**config.mk**
```make
export PLATFORM = sky130hd
export DESIGN_NAME = order_book_engine
export DESIGN_NICKNAME = d
export VERILOG_FILES = /design/src/rtl/obe_pkg.sv /design/src/rtl/best_price_sel.sv /design/src/rtl/order_book_engine.sv
export SDC_FILE = /design/constraint.sdc
export NUM_CORES = 1
export LEC_CHECK = 0
export CAP_MARGIN = 20
export CORE_UTILIZATION = 45
export DETAILED_ROUTE_END_ITERATION = 7
export DONT_BUFFER_PORTS = 1
export GPL_TIMING_DRIVEN = 0
export PLACE_DENSITY = 0.61
export SLEW_MARGIN = 15
export SYNTH_ARGS = -nofsm -noshare
export SYNTH_HDL_FRONTEND = slang
export SYNTH_SLANG_ARGS = --single-unit
```
**constraint.sdc**
```tcl
create_clock -name clk -period 28.7 [get_ports clk]
set_input_delay 1.435 -clock clk [delete_from_list [all_inputs] [get_ports clk]]
set_output_delay 1.435 -clock clk [all_outputs]
set_load 0.02 [all_outputs]
```
**src/rtl/obe_pkg.sv**
```systemverilog
`default_nettype none
// ============================================================================
//  Module   : obe_pkg
//  Brief    : Shared encodings for the order book engine (sides, FSM states,
//             default slot field widths).
//  Revision : 1.0 - initial release
// ============================================================================
package obe_pkg;

   // Aggressor / resting side encoding
   localparam logic SIDE_BUY  = 1'b0;
   localparam logic SIDE_SELL = 1'b1;

   // FSM state encoding, exported on the state port for the display
   localparam int         STATE_W     = 2;
   localparam logic [1:0] C_ST_IDLE   = 2'd0;
   localparam logic [1:0] C_ST_MATCH  = 2'd1;
   localparam logic [1:0] C_ST_REST   = 2'd2;
   localparam logic [1:0] C_ST_HALT   = 2'd3;

   typedef enum logic [STATE_W-1:0] {
      ST_IDLE  = C_ST_IDLE,
      ST_MATCH = C_ST_MATCH,
      ST_REST  = C_ST_REST,
      ST_HALT  = C_ST_HALT
   } state_t;

   // Default widths of one resting-order slot record (price + quantity)
   localparam int DEF_PRICE_W = 8;
   localparam int DEF_QTY_W   = 8;

endpackage
`default_nettype wire

```
**src/rtl/best_price_sel.sv**
```systemverilog
`default_nettype none
// ============================================================================
//  Module   : best_price_sel
//  Brief    : Combinational best-price search over one side of the book.
//             MODE 0 selects the maximum price, MODE 1 the minimum. Ties go
//             to the lowest slot index. Reports 0 / index 0 when empty.
//  Revision : 1.0 - initial release
// ============================================================================
module best_price_sel #(
   parameter int PRICE_W = 8,
   parameter int DEPTH   = 8,
   parameter bit MODE    = 1'b0,
   localparam int IDX_W  = $clog2(DEPTH)
) (
   input  logic [DEPTH-1:0]         valid,
   input  logic [DEPTH*PRICE_W-1:0] prices,
   output logic [PRICE_W-1:0]       best,
   output logic [IDX_W-1:0]         best_idx,
   output logic                     any_valid
);

   logic [PRICE_W-1:0] w_p;
   logic               w_better;

   // Linear scan; only a strictly better price replaces the current pick
   always_comb begin
      best      = '0;
      best_idx  = '0;
      any_valid = 1'b0;
      w_p       = '0;
      w_better  = 1'b0;
      for (int i = 0; i < DEPTH; i++) begin
         w_p      = prices[i*PRICE_W +: PRICE_W];
         w_better = (MODE == 1'b0) ? (w_p > best) : (w_p < best);
         if (valid[i] && (!any_valid || w_better)) begin
            best      = w_p;
            best_idx  = IDX_W'(i);
            any_valid = 1'b1;
         end
      end
   end

endmodule
`default_nettype wire

```
**src/rtl/order_book_engine.sv**
```systemverilog
`default_nettype none
// ============================================================================
//  Module   : order_book_engine
//  Brief    : DEPTH-slot-per-side limit order book. Aggressor orders are
//             matched one fill per cycle against the best resting price;
//             any remainder rests in the lowest free slot of its own side.
//  Revision : 1.0 - initial release
// ============================================================================
module order_book_engine
   import obe_pkg::*;
#(
   parameter int PRICE_W    = DEF_PRICE_W,
   parameter int QTY_W      = DEF_QTY_W,
   parameter int DEPTH      = 8,
   parameter int CNT_W      = 8,
   parameter int MAX_TRADES = 255,
   localparam int CW        = $clog2(DEPTH+1),
   localparam int IW        = $clog2(DEPTH)
) (
   input  logic               clk,
   input  logic               reset,
   input  logic               in_valid,
   output logic               in_ready,
   input  logic               in_side,
   input  logic [PRICE_W-1:0] in_price,
   input  logic [QTY_W-1:0]   in_qty,
   output logic               trade_valid,
   output logic [PRICE_W-1:0] trade_price,
   output logic [QTY_W-1:0]   trade_qty,
   output logic               trade_side,
   output logic               reject,
   output logic [PRICE_W-1:0] best_bid,
   output logic [PRICE_W-1:0] best_ask,
   output logic               bid_valid,
   output logic               ask_valid,
   output logic [PRICE_W-1:0] spread_now,
   output logic [CW-1:0]      bid_count,
   output logic [CW-1:0]      ask_count,
   output logic [CNT_W-1:0]   trade_count,
   output logic               halt,
   output logic [1:0]         state
);

   state_t r_state, w_next_state;

   // Book storage
   logic [DEPTH-1:0]   r_bid_vld, r_ask_vld;
   logic [PRICE_W-1:0] r_bid_price [DEPTH];
   logic [PRICE_W-1:0] r_ask_price [DEPTH];
   logic [QTY_W-1:0]   r_bid_qty   [DEPTH];
   logic [QTY_W-1:0]   r_ask_qty   [DEPTH];

   // Latched aggressor
   logic               r_agg_side;
   logic [PRICE_W-1:0] r_agg_price;
   logic [QTY_W-1:0]   r_agg_qty;

   // Registered outputs
   logic               r_trade_valid, r_trade_side, r_reject;
   logic [PRICE_W-1:0] r_trade_price;
   logic [QTY_W-1:0]   r_trade_qty;
   logic [CNT_W-1:0]   r_trade_count;

   // Combinational helpers
   logic [DEPTH*PRICE_W-1:0] w_bid_flat, w_ask_flat;
   logic [PRICE_W-1:0]       w_best_bid, w_best_ask;
   logic [IW-1:0]            w_bid_idx, w_ask_idx;
   logic                     w_bid_any, w_ask_any;
   logic [CW-1:0]            w_bid_cnt, w_ask_cnt;
   logic                     w_cross;
   logic [PRICE_W-1:0]       w_match_price;
   logic [QTY_W-1:0]         w_slot_qty, w_fill;
   logic [CNT_W-1:0]         w_count_inc;
   logic                     w_last_trade, w_agg_done;
   logic [DEPTH-1:0]         w_own_vld;
   logic                     w_free_found;
   logic [IW-1:0]            w_free_idx;

   generate
      for (genvar g = 0; g < DEPTH; g++) begin : g_flat
         assign w_bid_flat[g*PRICE_W +: PRICE_W] = r_bid_price[g];
         assign w_ask_flat[g*PRICE_W +: PRICE_W] = r_ask_price[g];
      end
   endgenerate

   best_price_sel #(.PRICE_W(PRICE_W), .DEPTH(DEPTH), .MODE(1'b0)) u_bid_sel (
      .valid     (r_bid_vld),
      .prices    (w_bid_flat),
      .best      (w_best_bid),
      .best_idx  (w_bid_idx),
      .any_valid (w_bid_any)
   );

   best_price_sel #(.PRICE_W(PRICE_W), .DEPTH(DEPTH), .MODE(1'b1)) u_ask_sel (
      .valid     (r_ask_vld),
      .prices    (w_ask_flat),
      .best      (w_best_ask),
      .best_idx  (w_ask_idx),
      .any_valid (w_ask_any)
   );

   // Occupancy count per side
   always_comb begin
      w_bid_cnt = '0;
      w_ask_cnt = '0;
      for (int i = 0; i < DEPTH; i++) begin
         w_bid_cnt = w_bid_cnt + CW'(r_bid_vld[i]);
         w_ask_cnt = w_ask_cnt + CW'(r_ask_vld[i]);
      end
   end

   // Crossing test and fill size against the opposite side's best slot
   always_comb begin
      w_cross       = 1'b0;
      w_slot_qty    = '0;
      w_match_price = '0;
      if (r_agg_side == SIDE_BUY) begin
         w_cross       = w_ask_any && (r_agg_price >= w_best_ask);
         w_slot_qty    = r_ask_qty[w_ask_idx];
         w_match_price = w_best_ask;
      end else begin
         w_cross       = w_bid_any && (r_agg_price <= w_best_bid);
         w_slot_qty    = r_bid_qty[w_bid_idx];
         w_match_price = w_best_bid;
      end
      w_fill       = (r_agg_qty < w_slot_qty) ? r_agg_qty : w_slot_qty;
      w_agg_done   = (r_agg_qty == w_fill);
      w_count_inc  = r_trade_count + CNT_W'(1);
      w_last_trade = (w_count_inc == CNT_W'(MAX_TRADES));
   end

   // Lowest-index free slot on the aggressor's own side
   always_comb begin
      w_own_vld    = (r_agg_side == SIDE_BUY) ? r_bid_vld : r_ask_vld;
      w_free_found = 1'b0;
      w_free_idx   = '0;
      for (int i = DEPTH-1; i >= 0; i--) begin
         if (!w_own_vld[i]) begin
            w_free_found = 1'b1;
            w_free_idx   = IW'(i);
         end
      end
   end

   // FSM state register
   always_ff @(posedge clk or posedge reset) begin
      if (reset) r_state <= ST_IDLE;
      else       r_state <= w_next_state;
   end

   // FSM next-state and handshake output
   always_comb begin
      w_next_state = r_state;
      in_ready     = 1'b0;
      case (r_state)
         ST_IDLE: begin
            in_ready = 1'b1;
            if (in_valid && (in_qty != '0)) w_next_state = ST_MATCH;
         end
         ST_MATCH: begin
            if (w_cross) begin
               if (w_last_trade)    w_next_state = ST_HALT;
               else if (w_agg_done) w_next_state = ST_IDLE;
            end else begin
               w_next_state = ST_REST;
            end
         end
         ST_REST: w_next_state = ST_IDLE;
         ST_HALT: w_next_state = ST_HALT;
         default: w_next_state = ST_IDLE;
      endcase
   end

   // Book, aggressor and trade/reject registers
   always_ff @(posedge clk or posedge reset) begin
      if (reset) begin
         r_bid_vld     <= '0;
         r_ask_vld     <= '0;
         for (int i = 0; i < DEPTH; i++) begin
            r_bid_price[i] <= '0;
            r_ask_price[i] <= '0;
            r_bid_qty[i]   <= '0;
            r_ask_qty[i]   <= '0;
         end
         r_agg_side    <= SIDE_BUY;
         r_agg_price   <= '0;
         r_agg_qty     <= '0;
         r_trade_valid <= 1'b0;
         r_trade_price <= '0;
         r_trade_qty   <= '0;
         r_trade_side  <= 1'b0;
         r_reject      <= 1'b0;
         r_trade_count <= '0;
      end else begin
         r_trade_valid <= 1'b0;
         r_reject      <= 1'b0;
         case (r_state)
            ST_IDLE: begin
               if (in_valid) begin
                  r_agg_side  <= in_side;
                  r_agg_price <= in_price;
                  r_agg_qty   <= in_qty;
                  if (in_qty == '0) r_reject <= 1'b1;
               end
            end
            ST_MATCH: begin
               if (w_cross) begin
                  r_trade_valid <= 1'b1;
                  r_trade_price <= w_match_price;
                  r_trade_qty   <= w_fill;
                  r_trade_side  <= r_agg_side;
                  r_trade_count <= w_count_inc;
                  r_agg_qty     <= r_agg_qty - w_fill;
                  if (r_agg_side == SIDE_BUY) begin
                     r_ask_qty[w_ask_idx] <= w_slot_qty - w_fill;
                     if (w_slot_qty == w_fill) r_ask_vld[w_ask_idx] <= 1'b0;
                  end else begin
                     r_bid_qty[w_bid_idx] <= w_slot_qty - w_fill;
                     if (w_slot_qty == w_fill) r_bid_vld[w_bid_idx] <= 1'b0;
                  end
               end
            end
            ST_REST: begin
               if (!w_free_found) begin
                  r_reject <= 1'b1;
               end else if (r_agg_side == SIDE_BUY) begin
                  r_bid_vld[w_free_idx]   <= 1'b1;
                  r_bid_price[w_free_idx] <= r_agg_price;
                  r_bid_qty[w_free_idx]   <= r_agg_qty;
               end else begin
                  r_ask_vld[w_free_idx]   <= 1'b1;
                  r_ask_price[w_free_idx] <= r_agg_price;
                  r_ask_qty[w_free_idx]   <= r_agg_qty;
               end
            end
            default: ;
         endcase
      end
   end

   assign trade_valid = r_trade_valid;
   assign trade_price = r_trade_price;
   assign trade_qty   = r_trade_qty;
   assign trade_side  = r_trade_side;
   assign reject      = r_reject;
   assign trade_count = r_trade_count;
   assign best_bid    = w_best_bid;
   assign best_ask    = w_best_ask;
   assign bid_valid   = w_bid_any;
   assign ask_valid   = w_ask_any;
   assign bid_count   = w_bid_cnt;
   assign ask_count   = w_ask_cnt;
   assign spread_now  = (w_bid_any && w_ask_any) ? (w_best_ask - w_best_bid) : '0;
   assign halt        = (r_state == ST_HALT);
   assign state       = r_state;

endmodule
`default_nettype wire

```
==> flow_summary_export.csv, run 1 <==
group,metric,value,unit
synth,async_flop_share,100.0,%
synth,synth_sequential_area_ratio,37.58,%
sta,worst_slew_margin_rel,14.13,%
setup_path,timing.critical_path.slowest_cell_delay,0.78,ns
sta,max_freq,46.23,MHz
drt,routed_wire_length_per_instance,24.25,microns
global_route,global_route.overflow_total,0,
global_route,global_route_wire_length_before_repair,109200,microns
global_route,grt_antenna_before_repair,1,
floorplan,dieArea,47930,sq um
clocking,clock_tree.htree_level_count,2,
synth,synth_flop_cell,"sky130_fd_sc_hd__dfrtp_1",
clocking,cts.sink_count,318,
drt,firstDrtPassIters,5,
sta,maxSlewViolCount,0,
global_route,grtUsageTotal,30.34,%
drt,routed_wirelength,71910,microns
placement,place_ws,7.600,ns
clocking,numCtsBuffers,39,
floorplan,design.portCount,85,
setup_path,path_delay_family,"compound AO/OA/AOI/OAI gates",
clocking,root_buffer,"sky130_fd_sc_hd__clkbuf_16",
global_route,grtUsageMet1,40.75,%
global_route,grt.met3_usage,6.916,%
sta,hold_slack,0.4809,ns
floorplan,die_width,218.9,microns
clocking,clk-insertion-delay-late,0.57,ns
drt,drc,0,
sta,worst_pin_slew,1.283,ns
placement,gp_congestion,0.9991,
sta,clock_skew,0.01712,ns
global_route,first_global_vias,18140,
min_path,min_path_type,"flip-flop to flip-flop",
sta,timing.final.crit_share,75.36,%
run_status,run_status,"completed",
synth,synth-warning-count,0,
clocking,cts_post_setup_buffers_inserted,0,
synth,syn-cell-area,21180,sq um
global_route,gr-max-usage-layer,"met2",
clocking,ctsHoldBuffers,0,
global_route,grt_start_max_net_pins,88,
setup_path,crit_arrival,22.10,ns
setup_path,cp_max_fo,10,
synth,synth.ff_latch_count,318,
clocking,max-clock-path-buffers,3,
setup_path,setup.worst_path.end_class,"flip-flop",
finish,layout-area-overhead-vs-synth,10.56,%
placement,place.port_buffers,0,
synth,synth_cell_type_count,91,
synth,synth_fp_nets,2470,
sta,fin_setup_tns,0,ns
setup_path,timing.critical_path.buf_inv,16,
setup_path,critical_path_class,"flip-flop to flip-flop",
clocking,cts_repair_resize_count,0,
sta,rsz0062_at_grt,"no",
setup_path,timing.critical_path.required,29.17,ns
job,max_cap_violations,0,
finish,finalNetCount,2522,
floorplan,num_rows,79,
drt,via_count,18320,
drt,dr.first_iter.drc_count,1936,
synth,synth_cells,2280,
clocking,clk_transition_reported_paths,0.06,ns
synth,number_of_enable_type_register_cells_in_the_synthesized_netlist,0,
setup_path,cp_slowest_cell,"sky130_fd_sc_hd__a2111oi_0",
drt,vias_per_cell,6.175,
floorplan,die-height,218.9,microns
finish,share_of_post_route_cells_with_drive_strength_above_1,12.93,%
drt,drtAntennaViolNets,0,
sta,layout_min_cycle_time,21.63,ns
sta,finalHoldViolCount,0,
floorplan,starting_density_of_the_core,45.58,%
setup_path,cp_startpoint_kind,"flip-flop",
setup_path,most_repeated_library_cell_on_the_critical_path,"sky130_fd_sc_hd__ha_1",
floorplan,design.core.area,46460,sq um
clocking,cts_tree,"yes",
global_route,globalRouteMet2Util,47.26,%
sta,timing.final.ws_setup,7.071,ns
placement,dp.final_hpwl,53950,microns
sta,setup_viol,0,
synth,postSynthAreaPerCell,9.288,sq um
## final timing paths
check	slack, ns	depth (start not counted)	end	startpoint
max in group asynchronous	26.25	4	r_bid_qty[17]	reset
worst min register to register	0.48	2	r_bid_qty[51]	r_bid_qty[51]
worst max-delay path	7.07	84	r_bid_qty[53]	r_ask_vld[0]
worst min-delay path	0.48	2	r_bid_qty[51]	r_bid_qty[51]
worst max register to register	7.07	84	r_bid_qty[53]	r_ask_vld[0]
min in group asynchronous	0.75	1	r_ask_price[21]	reset
## metal layers
metal / wire length (microns) / vias up
met5: 0 / -
met4: 2702 / 0
met3: 6241 / 159
met2: 32060 / 758
met1: 30910 / 9051
li1: - / 8347
## final cells by class
type	instances	area, sq um
sequential	318	7958
antenna	1	2.502
tap	607	759.5
fill	4285	23040
multi-input combinational	1699	12220
clock inverter	13	167.7
clock buffer	54	1145
timing repair buffer	11	130.1
buffer	117	473.0
inverter	146	555.5
## cell usage in the layout, fill, tap and decap left out, types with 20 or more instances in the layout
master / synthesis / final
sky130_fd_sc_hd__dfrtp_1: 318 / 318
sky130_fd_sc_hd__o31ai_1: 20 / 20
sky130_fd_sc_hd__inv_1: 143 / 142
sky130_fd_sc_hd__nor2b_1: 39 / 39
sky130_fd_sc_hd__mux2_2: 175 / 175
sky130_fd_sc_hd__o21ai_1: 18 / 20
sky130_fd_sc_hd__clkbuf_16: 0 / 41
sky130_fd_sc_hd__o21ai_0: 190 / 188
sky130_fd_sc_hd__clkbuf_1: 86 / 92
sky130_fd_sc_hd__mux2i_1: 64 / 64
sky130_fd_sc_hd__nand2_1: 234 / 234
sky130_fd_sc_hd__a21oi_1: 123 / 123
sky130_fd_sc_hd__nor2_1: 145 / 145
sky130_fd_sc_hd__nor3_1: 32 / 27
sky130_fd_sc_hd__a22oi_1: 114 / 114
sky130_fd_sc_hd__ha_1: 159 / 159
sky130_fd_sc_hd__a21o_1: 49 / 49
sky130_fd_sc_hd__nand3_1: 42 / 42
## metrics by stage
step,instances,util (%),cell area [sq um]
after global placement,2887,47.22,21940
final,2966,50.40,23410
after CTS,2963,50.37,23400
after detailed placement,2896,47.55,22090
after floorplan,2280,-,21180
after global routing,2966,50.40,23410
## cells by family after synthesis
| group | synth area share [%] |
|---|---|
| XOR/XNOR | 1.158 |
| multiplexers | 12.40 |
| AND/OR/NAND/NOR | 12.64 |
| buffers and inverters | 4.821 |
| adder cells (fa/ha/maj) | 10.43 |
| flip-flops | 37.58 |
| AO/OA/AOI/OAI | 20.97 |
## state kept, by name, indices dropped and copies added, names as in the netlist, 64 cells and up
signal	flops
r_bid_price	64
r_bid_qty	64
r_ask_qty	64
r_ask_price	64
## Yosys cell counts (19+ instances only)
library cell	number	area, sq um
sky130_fd_sc_hd__a21o_1	49	367.9
sky130_fd_sc_hd__a21oi_1	123	615.6
sky130_fd_sc_hd__a22oi_1	114	855.8
sky130_fd_sc_hd__clkbuf_1	86	322.8
sky130_fd_sc_hd__dfrtp_1	318	7958
sky130_fd_sc_hd__ha_1	159	1989
sky130_fd_sc_hd__inv_1	143	536.8
sky130_fd_sc_hd__mux2_2	175	1971
sky130_fd_sc_hd__mux2i_1	64	640.6
sky130_fd_sc_hd__nand2_1	234	878.3
sky130_fd_sc_hd__nand3_1	42	210.2
sky130_fd_sc_hd__nor2_1	145	544.3
sky130_fd_sc_hd__nor2b_1	39	244.0
sky130_fd_sc_hd__nor3_1	32	160.2
sky130_fd_sc_hd__o21a_1	19	142.6
sky130_fd_sc_hd__o21ai_0	190	950.9
sky130_fd_sc_hd__o31ai_1	20	150.1
sky130_fd_sc_hd__xnor2_1	19	166.4
## tightest hold or removal path: cells and delay by family, from the launching register on
family	cells	cell delay, ns
AO/OA/AOI/OAI	1	0.06
flip-flops	1	0.34
AND/OR/NAND/NOR	1	0.04
Power of run 1 is not shown: default switching activity piles up to over one toggle a cycle in this logic, so the estimate is an artifact.
==> run 2, diff against run 1 <==
- PLACE_DENSITY: 0.61 -> 0.63
- clock period: 28.7 -> 19.7 ns (I/O delays scaled with it)
==> flow_summary_export.csv, run 2 (synthesis gave the netlist of run 1 again) <==
group,metric,value,unit
drt,dr_wl_met2,33020,microns
setup_path,most_repeated_library_cell_on_the_critical_path,"sky130_fd_sc_hd__ha_1",
clocking,root_buffer,"sky130_fd_sc_hd__clkbuf_16",
finish,final_cell_mix,"sky130_fd_sc_hd__dfrtp_1 (316), sky130_fd_sc_hd__nand2_1 (231), sky130_fd_sc_hd__o21ai_0 (182)",
setup_path,timing.rr.start,"r_ask_vld[0]",
finish,multi_input_comb_area,12470,sq um
floorplan,starting_density_of_the_core,45.58,%
sta,timing.final.ws_setup,0.9314,ns
drt,met3WireLength,6338,microns
setup_path,cp_max_fo,10,
job,max_cap_violations,0,
setup_path,critical_path_class,"flip-flop to flip-flop",
sta,finalHoldViolCount,0,
drt,firstDrtPassIters,6,
clocking,clk-insertion-delay-late,0.58,ns
drt,via_count,18570,
drt,vias_per_cell,6.245,
clocking,clk_transition_reported_paths,0.06,ns
finish,insertedDiodeCount,0,
global_route,global_route.overflow_total,0,
floorplan,dieArea,47930,sq um
sta,worst_pin_slew,1.256,ns
sta,fin_setup_tns,0,ns
global_route,global_route_wire_length_before_repair,111900,microns
sta,timing.final.crit_share,95.27,%
min_path,min_path_type,"primary input to asynchronous set/reset pin",
placement,dp.final_hpwl,54320,microns
clocking,max-clock-path-buffers,3,
finish,layout.filler_cells,4300,
setup_path,timing.critical_path.required,20.17,ns
setup_path,crit_arrival,19.24,ns
placement,place_ws,-1.733,ns
sta,worst_slew_margin_rel,15.41,%
floorplan,die-height,218.9,microns
floorplan,num_rows,79,
finish,layout-area-overhead-vs-synth,12.30,%
clocking,cts_tree,"yes",
drt,drtAntennaViolNets,0,
clocking,numCtsBuffers,40,
setup_path,setup.worst_path.end_class,"flip-flop",
global_route,grtUsageTotal,30.82,%
clocking,clock_tree.htree_level_count,2,
drt,dr.first_iter.drc_count,1861,
sta,layout_min_cycle_time,18.77,ns
placement,place.port_buffers,0,
floorplan,design.core.area,46460,sq um
sta,clock_skew,0.03006,ns
finish,share_of_post_route_cells_with_drive_strength_above_1,15.34,%
global_route,grt_start_max_net_pins,91,
sta,max_freq,53.28,MHz
setup_path,cp_startpoint_kind,"flip-flop",
setup_path,timing.critical_path.slowest_cell_delay,0.66,ns
setup_path,crit_start,"r_ask_vld[0]",
placement,gp_congestion,0.9896,
run_status,run_status,"completed",
global_route,grt_antenna_before_repair,1,
floorplan,die_width,218.9,microns
floorplan,design.portCount,85,
finish,finalNetCount,2526,
drt,maxUsedRoutingLayer,"met4",
drt,routed_wirelength,73030,microns
setup_path,cp_slowest_cell,"sky130_fd_sc_hd__xor2_1",
drt,drc,0,
sta,maxSlewViolCount,0,
global_route,first_global_vias,18370,
sta,setup_viol,0,
drt,routed_wire_length_per_instance,24.56,microns
finish,layout.cells.most_common,"sky130_fd_sc_hd__dfrtp_1",
clocking,cts.sink_count,318,
finish,final-seq-area,7960,sq um
drt,m1WireLength,31220,microns
## run 2: cell types whose count changed in the layout (fill, tap and decap cells not counted), moves of 4 or more
| cell | previous run | this run |
|---|---|---|
| sky130_fd_sc_hd__buf_4 | 5 | 15 |
| sky130_fd_sc_hd__o21ai_0 | 188 | 182 |
| sky130_fd_sc_hd__clkbuf_4 | 0 | 5 |
| sky130_fd_sc_hd__a21oi_1 | 123 | 118 |
| sky130_fd_sc_hd__buf_2 | 18 | 14 |
| sky130_fd_sc_hd__o31ai_1 | 20 | 15 |
| sky130_fd_sc_hd__clkbuf_1 | 92 | 79 |
| sky130_fd_sc_hd__o21ai_1 | 20 | 25 |
## run 2: final timing paths
path / to / slack (ns) / cells past startpoint
min in group clk: r_ask_qty[25] / 0.48 / 2
max reg2reg: r_bid_qty[50] / 0.93 / 87
min reg2reg: r_ask_qty[25] / 0.48 / 2
max: r_bid_qty[50] / 0.93 / 87
max in group asynchronous: r_bid_vld[0] / 17.74 / 4
min: r_ask_price[28] / 0.30 / 1
## run 2: metal layers
layer | global-route usage, % | up-vias
met5 | 0 | -
met4 | 11.20 | 0
met3 | 7.249 | 137
met2 | 48.41 | 798
met1 | 41.23 | 9283
li1 | - | 8355
## run 2: worst max-delay path, delay by kind of cell, from the launching register on
kind                       cells  cell delay, ns
AOI/OAI and AO/OA             38            7.68
xor gates and xnor gates       1            0.66
adders and majority gates     10            2.63
buffers and inverters         19            3.22
DFF                            1            0.44
muxes                          5            1.65
and+or+nand+nor               14            2.34
## run 2: repair_timing
| item | 4_1_cts | 5_1_grt |
|---|---|---|
| gates cloned | 0 | 1 |
| pin swaps | 2 | 6 |
| gates resized for setup | 33 | 44 |
| hold buffers | 0 | 0 |
| buffers inserted | 3 | 6 |
| setup endpoints to repair | 169 | 157 |
## run 2: area by class of cell
| class | instances | share of cell area (%) |
|---|---|---|
| multi-input cells | 1700 | 52.44 |
| repair buffers | 19 | 0.8261 |
| plain buffers | 111 | 2.010 |
| well taps | 607 | 3.194 |
| clock buffers | 55 | 4.956 |
| flip-flops and latches | 318 | 33.47 |
| clock inverters | 18 | 0.7682 |
| inverters | 146 | 2.336 |
## run 2: through the flow
stage	instance area, sq um	hold slack, ns	util, %	cells
finish	23780	0.3010	51.19	2974
floorplan	21180	0.4418	-	2280
CTS	23580	0.3284	50.75	2966
detailed placement	22070	0.4646	47.50	2892
global placement	21940	0.4540	47.22	2887
global route	23780	0.3477	51.19	2974
Power of run 2 is left out for the same reason.
